**config.mk**
```make
export PLATFORM = sky130hd
export DESIGN_NAME = instr_prefetch_queue
export DESIGN_NICKNAME = d
export VERILOG_FILES = /design/src/rtl/instr_prefetch_queue_pkg.sv /design/src/rtl/instr_prefetch_queue_fetch_fifo.sv /design/src/rtl/instr_prefetch_queue.sv
export SDC_FILE = /design/constraint.sdc
export NUM_CORES = 1
export LEC_CHECK = 0
export ABC_AREA = 1
export CAP_MARGIN = 30
export CORE_ASPECT_RATIO = 0.7
export CORE_UTILIZATION = 56
export CTS_BUF_LIST = sky130_fd_sc_hd__clkbuf_16
export DETAILED_ROUTE_END_ITERATION = 8
export GPL_ROUTABILITY_DRIVEN = 0
export PLACE_DENSITY_LB_ADDON = 0.05
export REMOVE_ABC_BUFFERS = 1
export SETUP_SLACK_MARGIN = 0.1
export SLEW_MARGIN = 20
export SYNTH_ARGS = -nofsm -noshare
export SYNTH_HDL_FRONTEND = slang
export SYNTH_SLANG_ARGS = --single-unit
```
**constraint.sdc**
```tcl
create_clock -name clk -period 6.2 [get_ports clk]
set_input_delay 1.24 -clock clk [delete_from_list [all_inputs] [get_ports clk]]
set_output_delay 1.24 -clock clk [all_outputs]
set_load 0.02 [all_outputs]
```
**src/rtl/instr_prefetch_queue_pkg.sv**
```systemverilog
// Shared types and constants for the instruction prefetch queue.
package instr_prefetch_queue_pkg;

  typedef enum logic [1:0] {
    ST_IDLE  = 2'd0,
    ST_FETCH = 2'd1,
    ST_ABORT = 2'd2
  } pq_state_e;

  localparam logic [31:0] PQ_RESET_PC = 32'h0000_0000;
  localparam int          PQ_WADDR_W  = 30;
  localparam int          PQ_INST_W   = 32;

endpackage

```
**src/rtl/instr_prefetch_queue_fetch_fifo.sv**
```systemverilog
// Circular FIFO holding {pc, instruction} entries; flush empties it in one cycle.
module fetch_fifo #(
  parameter int DEPTH = 4,
  parameter int WIDTH = 64
) (
  input  logic                     clk,
  input  logic                     rst_n,
  input  logic                     push,
  input  logic                     pop,
  input  logic                     flush,
  input  logic [WIDTH-1:0]         wdata,
  output logic [WIDTH-1:0]         rdata,
  output logic [$clog2(DEPTH):0]   count
);

  localparam int              PW       = $clog2(DEPTH);
  localparam logic [PW:0]     FULL_CNT = (PW+1)'(DEPTH);

  logic [WIDTH-1:0] mem_q [DEPTH];
  logic [PW-1:0]    wr_ptr_q, wr_ptr_d;
  logic [PW-1:0]    rd_ptr_q, rd_ptr_d;
  logic [PW:0]      count_q, count_d;
  logic             do_push, do_pop;

  // Next pointer/count state; flush overrides any push or pop.
  always_comb begin
    do_push  = push && !flush && (count_q != FULL_CNT);
    do_pop   = pop && !flush && (count_q != (PW+1)'(0));
    wr_ptr_d = wr_ptr_q;
    rd_ptr_d = rd_ptr_q;
    count_d  = count_q;
    if (flush) begin
      wr_ptr_d = '0;
      rd_ptr_d = '0;
      count_d  = '0;
    end else begin
      if (do_push) wr_ptr_d = wr_ptr_q + PW'(1);
      else         wr_ptr_d = wr_ptr_q;
      if (do_pop)  rd_ptr_d = rd_ptr_q + PW'(1);
      else         rd_ptr_d = rd_ptr_q;
      case ({do_push, do_pop})
        2'b10:   count_d = count_q + (PW+1)'(1);
        2'b01:   count_d = count_q - (PW+1)'(1);
        default: count_d = count_q;
      endcase
    end
  end

  // Pointer and count registers.
  always_ff @(posedge clk or negedge rst_n) begin
    if (!rst_n) begin
      wr_ptr_q <= '0;
      rd_ptr_q <= '0;
      count_q  <= '0;
    end else begin
      wr_ptr_q <= wr_ptr_d;
      rd_ptr_q <= rd_ptr_d;
      count_q  <= count_d;
    end
  end

  // Entry storage, deliberately not reset.
  always_ff @(posedge clk) begin
    if (do_push) mem_q[wr_ptr_q] <= wdata;
  end

  assign rdata = mem_q[rd_ptr_q];
  assign count = count_q;

endmodule

```
**src/rtl/instr_prefetch_queue.sv**
```systemverilog
// Instruction prefetcher: fetches sequential words from the I-cache into a queue,
// restarting on redirect and draining an in-flight request through ABORT.
module instr_prefetch_queue
  import instr_prefetch_queue_pkg::*;
#(
  parameter int          DEPTH    = 4,
  parameter logic [31:0] RESET_PC = PQ_RESET_PC
) (
  input  logic                   clk,
  input  logic                   rst_n,
  output logic                   ICACHE_ren,
  output logic                   ICACHE_wen,
  output logic [PQ_WADDR_W-1:0]  ICACHE_addr,
  output logic [31:0]            ICACHE_wdata,
  input  logic                   ICACHE_stall,
  input  logic [PQ_INST_W-1:0]   ICACHE_rdata,
  input  logic                   redirect,
  input  logic [31:0]            redirect_pc,
  output logic                   out_valid,
  input  logic                   out_ready,
  output logic [31:0]            out_pc,
  output logic [PQ_INST_W-1:0]   out_inst
);

  localparam int            CW       = $clog2(DEPTH) + 1;
  localparam logic [CW-1:0] FULL_CNT = CW'(DEPTH);

  pq_state_e     state_q, state_d;
  logic [31:0]   fetch_pc_q, fetch_pc_d;
  logic [31:0]   pending_pc_q, pending_pc_d;
  logic [CW-1:0] count;
  logic [63:0]   head;
  logic          push, pop, flush, done;

  // Request/valid derive only from registered state, never from inputs.
  always_comb begin
    ICACHE_ren = ((state_q == ST_FETCH) && (count < FULL_CNT)) || (state_q == ST_ABORT);
    out_valid  = (count != CW'(0));
  end

  // Next-state: sequential fetch, redirect handling, abort drain.
  always_comb begin
    state_d      = state_q;
    fetch_pc_d   = fetch_pc_q;
    pending_pc_d = pending_pc_q;
    push         = 1'b0;
    flush        = redirect;
    done         = ICACHE_ren && !ICACHE_stall;
    pop          = out_valid && out_ready && !redirect;
    case (state_q)
      ST_IDLE: begin
        state_d = ST_FETCH;
        if (redirect) fetch_pc_d = redirect_pc;
        else          fetch_pc_d = fetch_pc_q;
      end
      ST_FETCH: begin
        if (redirect) begin
          // An outstanding stalled request must finish before the new address goes out.
          if (ICACHE_ren && ICACHE_stall) begin
            state_d      = ST_ABORT;
            pending_pc_d = redirect_pc;
          end else begin
            fetch_pc_d   = redirect_pc;
          end
        end else if (done) begin
          push       = 1'b1;
          fetch_pc_d = fetch_pc_q + 32'd4;
        end else begin
          fetch_pc_d = fetch_pc_q;
        end
      end
      ST_ABORT: begin
        if (redirect) pending_pc_d = redirect_pc;
        else          pending_pc_d = pending_pc_q;
        if (!ICACHE_stall) begin
          state_d    = ST_FETCH;
          fetch_pc_d = pending_pc_d;
        end else begin
          state_d    = ST_ABORT;
        end
      end
      default: state_d = ST_IDLE;
    endcase
  end

  // FSM and PC registers.
  always_ff @(posedge clk or negedge rst_n) begin
    if (!rst_n) begin
      state_q      <= ST_IDLE;
      fetch_pc_q   <= RESET_PC;
      pending_pc_q <= RESET_PC;
    end else begin
      state_q      <= state_d;
      fetch_pc_q   <= fetch_pc_d;
      pending_pc_q <= pending_pc_d;
    end
  end

  fetch_fifo #(
    .DEPTH (DEPTH),
    .WIDTH (64)
  ) u_fifo (
    .clk   (clk),
    .rst_n (rst_n),
    .push  (push),
    .pop   (pop),
    .flush (flush),
    .wdata ({fetch_pc_q, ICACHE_rdata}),
    .rdata (head),
    .count (count)
  );

  assign ICACHE_addr  = fetch_pc_q[31:2];
  assign ICACHE_wen   = 1'b0;
  assign ICACHE_wdata = 32'h0000_0000;
  assign out_pc       = head[63:32];
  assign out_inst     = head[31:0];

endmodule

```
Yosys cells after proc, flatten, opt, wreduce, memory -nomap -nowiden
Memories as Yosys holds them, arrays and structs flattened. Index checks and enable logic that the tools add are counted.

Add/sub/neg operators: 5. Magnitude comparators: 1. Equal/unequal tests: 11. Muxes and demuxes: 25. Reduce and logical (&&, ||, !) cells: 22.

Operators by type and width (count): 32-bit 2-to-1 mux (8); 32-bit one-hot mux with 3 select lines (1); 32-bit one-hot mux with 2 select lines (1); 32-bit by 3-bit adder with 32-bit output (second input constant) (1); 2-bit 2-to-1 mux (7); 1-bit logical AND (9); 3-bit != test (second input constant) (3); 3-bit nonzero test (3); 2-bit != test (second input constant) (3); 2-bit one-hot mux with 3 select lines (1); 3-bit one-hot mux with 2 select lines (1); 2-bit nonzero test (3); 1-bit 2-to-1 mux (5); 5-bit AND reduction (1); 2-bit by 1-bit adder with 2-bit output (second input constant) (2); 2-bit by 1-bit == test with 1-bit output (second input constant) (2); 2-bit == test (second input constant) (2); 3-bit by 1-bit adder with 3-bit output (second input constant) (1); 3-bit < comparator (second input constant) (1); 3-bit 2-to-1 mux (1); 3-bit AND reduction (1); 3-bit by 1-bit subtractor with 3-bit output (second input constant) (1); 1-bit logical NOT (2); 2-bit logical NOT (1); 3 further kinds (3).

Register bits: 73. Memory bits (writable): 256. Output and inout bits: 129. Logic and storage cells: 71. Memories: 1.

Memories: u_fifo.mem_q (words 4, bits a word 64, read ports 1, clocked after Yosys merged registers in 0, wr ports 1, line instr_prefetch_queue_fetch_fifo.sv:19) `logic [WIDTH-1:0] mem_q [DEPTH];`.

Longest topological paths before layout
Depth in word-level cells: 12. Depth in mapped cells: 14. Gate-level depth less buffers: 14.

By module
A second synthesis with hierarchy kept.

Cells, all modules: 1494. Area total of the unflattened synthesis: 15290.9 um2.

By module, submodules not included: fetch_fifo (times used 1, cells each 684, area an instance 9968.3 um2, seq. area each 7862.5 um2); instr_prefetch_queue (times used 1, cells each 810, area an instance 5322.6 um2, seq. area each 1651.6 um2).

Worst setup path after synthesis
Ideal clock, no wire load.

Path kind: input to register. Start: input port redirect. End: memory u_fifo.mem_q[0][0], enable pin. Data arrival time: 4295 ps. Setup slack: 1418 ps. Stages: 5. Path buffers: 0. Cells stage by stage: inv_2 > nand2_2 > inv_2 > nand4_2 > nor2_1.

Cells in the longest elaborated chain, start to end: 6. Elaborated cells between the ends (all ways): 7.

RTL lines: start, declared (line instr_prefetch_queue.sv:17) `input logic redirect,`; 1-bit 2-to-1 mux (line instr_prefetch_queue.sv:57) `if (redirect) begin`; 1-bit 2-to-1 mux (line instr_prefetch_queue.sv:50) `case (state_q)`; 1-bit logical AND (*) (2 in series) (line instr_prefetch_queue_fetch_fifo.sv:27) `do_push = push && !flush && (count_q != FULL_CNT);`; 1-bit 2-to-1 mux (*) (line instr_prefetch_queue_fetch_fifo.sv:64) `if (do_push) mem_q[wr_ptr_q] <= wdata;`; 1-bit 2-to-1 mux (not written as such) (*) (line instr_prefetch_queue_fetch_fifo.sv:64); end, declared (line instr_prefetch_queue_fetch_fifo.sv:19).

Mark *: on every way between the ends. The rest lies on a longest branch, timed or not.

Worst setup path after layout
Start: register u_fifo.rd_ptr_q[0]. End: output port out_pc[20].

Cells in the longest elaborated chain, start to end: 1.

RTL lines: start, declared (line instr_prefetch_queue_fetch_fifo.sv:21) `logic [PW-1:0] rd_ptr_q, rd_ptr_d;`; start signal, assigned (line instr_prefetch_queue_fetch_fifo.sv:57) `rd_ptr_q <= rd_ptr_d;`; memory 4 x 64 bit; end, declared (line instr_prefetch_queue.sv:21) `output logic [31:0] out_pc,`.

No other way between the ends.

==> flow_summary.yaml <==
outcome:
  outcome: "complete, no violations"
clock_tree:
  worst_skew_pair.late_latency_ns: 0.58
  clock-sinks: 329
  cts_made_buffers: 31
  cts_setup_buffers: 0
  clockBufferDepth: 3
  cts_resized: 0
  clk_pin_slew_ns: 0.07
  cts_tree: "yes"
  cts_root_buffer: "clkbuf_16"
  htreeDepth: 1
  cts_hold_buffers: 0
global_route:
  grt_pass1_wl_um: 55830
  gr-total-overflow: 0
  antenna_found_initial: 0
  track_usage_pct: 25.82
  grt_max_degree: 103
  grt_pass1_vias: 10240
sta:
  period_share_pct: 74.08
  worstMarginPinSlew_ns: 0.9654
  maxSlewViolCount: 0
  fin_hold_ws_ns: 0.5325
  fmax_mhz: 217.7
  setup_viol: 0
  min_period_ns: 4.593
  final.setup.tns_ns: 0
  finClkSkew_ns: 0.01869
  finalHoldViolCount: 0
  rsz0062_at_grt: "false"
  slew_headroom_pct: 35.64
routing:
  wl_per_cell_um: 17.76
  dr.pass1.iters: 5
  wirelength_um: 35780
  drcViolationCount: 0
  vias: 11220
  antenna_left: 0
  viasPerCell: 5.569
  drt_iter0_markers: 958
yosys:
  ys_ff_latch: 329
  ys_types: 38
  ys.flop_type: "edfxtp_1"
  async_reset_ff_share_pct: 22.19
  yosysWarningCount: 0
  yosysSeqAreaShare_pct: 62.91
  syn_area_per_cell_sq_um: 9.897
  synth_area_sq_mm: 0.01512
  synth_edf_count: 256
  syn_inst: 1528
setup_path:
  arrival_ns: 3.35
  end_kind: "output port"
  worstPathRequired_ns: 4.96
  path_class: "reg -> out"
  start_kind: "flip-flop"
  cp_max_fo: 78
power:
  ir_worst_vdd_v: 0.0003115
  internal_power_mw: 5.046
  seq_power_share_pct: 39.6
  switching_share_pct: 37.85
  p_leak_nw: 6.733
  p_per_area_mw_per_mm2: 455.5
  p_sw_mw: 3.073
  p_comb_share_pct: 36.1
  pwr-share-clk_pct: 24.3
final_layout:
  fillers: 1983
  final_cell_mix: "nand2_1, edfxtp_1, nor2_1, o21ai_0, clkdlybuf4s50_1"
  n_antenna_cell: 0
  drive_gt1_share_pct: 5.492
  syn_to_final_growth_pct: 17.88
  nets: 1711
  finalNonFillerCells: 2014
  final_util_pct: 68.26
  layout_commonest_cell: "nand2_1"
worst_hold_path:
  hold_path.class: "reg -> reg"
die:
  rows: 49
  die_x_um: 198.4
  core_area_sq_mm: 0.02612
  dieArea_sq_mm: 0.02768
  die_h_um: 139.5
  pin_count: 198
  initial_utilization_pct: 57.90
placed_design:
  io_buffers: 164
  dp.cells: 1954
  dp_hpwl_um: 21950
job:
  maxCapViolCount: 0
area by class of cell:
type                    count  area (sq um)  area share, %
flip-flops and latches    329          9519          53.40
well taps                 357         446.7          2.506
clock inverters            27         294.0          1.649
multi-input cells        1011          4656          26.12
repair buffers            184          1852          10.39
clock buffers              31         775.7          4.351
inverters                  75         284.0          1.593
final timing paths:
kind                                        to  cells after the start          startpoint  slack (ns)
min reg2reg                   pending_pc_q[25]                      2    pending_pc_q[25]        0.53
min in group asynchronous     pending_pc_q[19]                      1               rst_n        0.63
max                                 out_pc[20]                      6  u_fifo.rd_ptr_q[0]        1.61
min                           pending_pc_q[25]                      2    pending_pc_q[25]        0.53
max reg2reg                u_fifo.mem_q[1][59]                      7          state_q[0]        2.39
max in group asynchronous   u_fifo.rd_ptr_q[0]                      3               rst_n        4.53
power by group through the flow:
stage	registers (mW)	logic, mW	clock network [mW]
after CTS	3.20	2.91	2.00
after global placement	3.23	2.85	0
after global routing	3.25	3.25	2.09
final	3.21	2.93	1.97
after floorplan	3.22	1.67	0
after detailed placement	3.25	2.90	0
metal layers:
metal / up-vias / routed length [um] / GRT usage [%]
met1: 5336 / 16660 / 40.83
met2: 484 / 15620 / 38.69
met5: - / 0 / 0
met4: 0 / 417 / 4.696
li1: 5364 / - / -
met3: 32 / 3082 / 3.199
worst max-delay path, stage by stage, from the launching register on:
cell and delay [ns]:
dfrtp_4 0.70, inv_4 0.34, buf_16 0.31, buf_4 0.34
o21ai_0 0.11, o22ai_1 0.23, clkdlybuf4s50_1 0.65
kinds of logic after synthesis:
logic type	share of synthesized area [%]
AND/OR/NAND/NOR	15.67
AO/OA/AOI/OAI	12.94
flip-flops	62.91
buffers and inverters	7.347
adder cells (fa/ha/maj)	0.8770
XOR/XNOR	0.2317
other	0.02480
cell usage after synthesis (all sizes together), types with 4 or more instances:
cell	instances	area share (%)
ha	9	0.74
nand2	308	7.8
dfrtp	73	12
edfxtp	256	51
buf	93	4.2
o22ai	65	2.7
o21ai	194	6.5
clkbuf	52	1.3
nor2	248	6.2
inv	74	1.8
nand3	39	1.3
o221ai	7	0.41
a31oi	4	0.17
a21oi	81	2.7
through the flow:
step                      worst slack, ns  power, mW  instance area (sq um)
after global routing                1.383      8.593                  17830
final                               1.607      8.119                  17830
after CTS                           1.397      8.113                  17770
after detailed placement            2.020      6.149                  16700
after global placement              2.082      6.078                  16680
after floorplan                    0.4190      4.885                  14410
registers in the layout, summed over array words and instances, names as in the netlist:
signal	cells
fetch_pc_q	32
pending_pc_q	32
state_q	2
u_fifo.count	3
u_fifo.mem_q	256
u_fifo.rd_ptr_q	2
u_fifo.wr_ptr_q	2
Power figures use the tool's default switching activity.
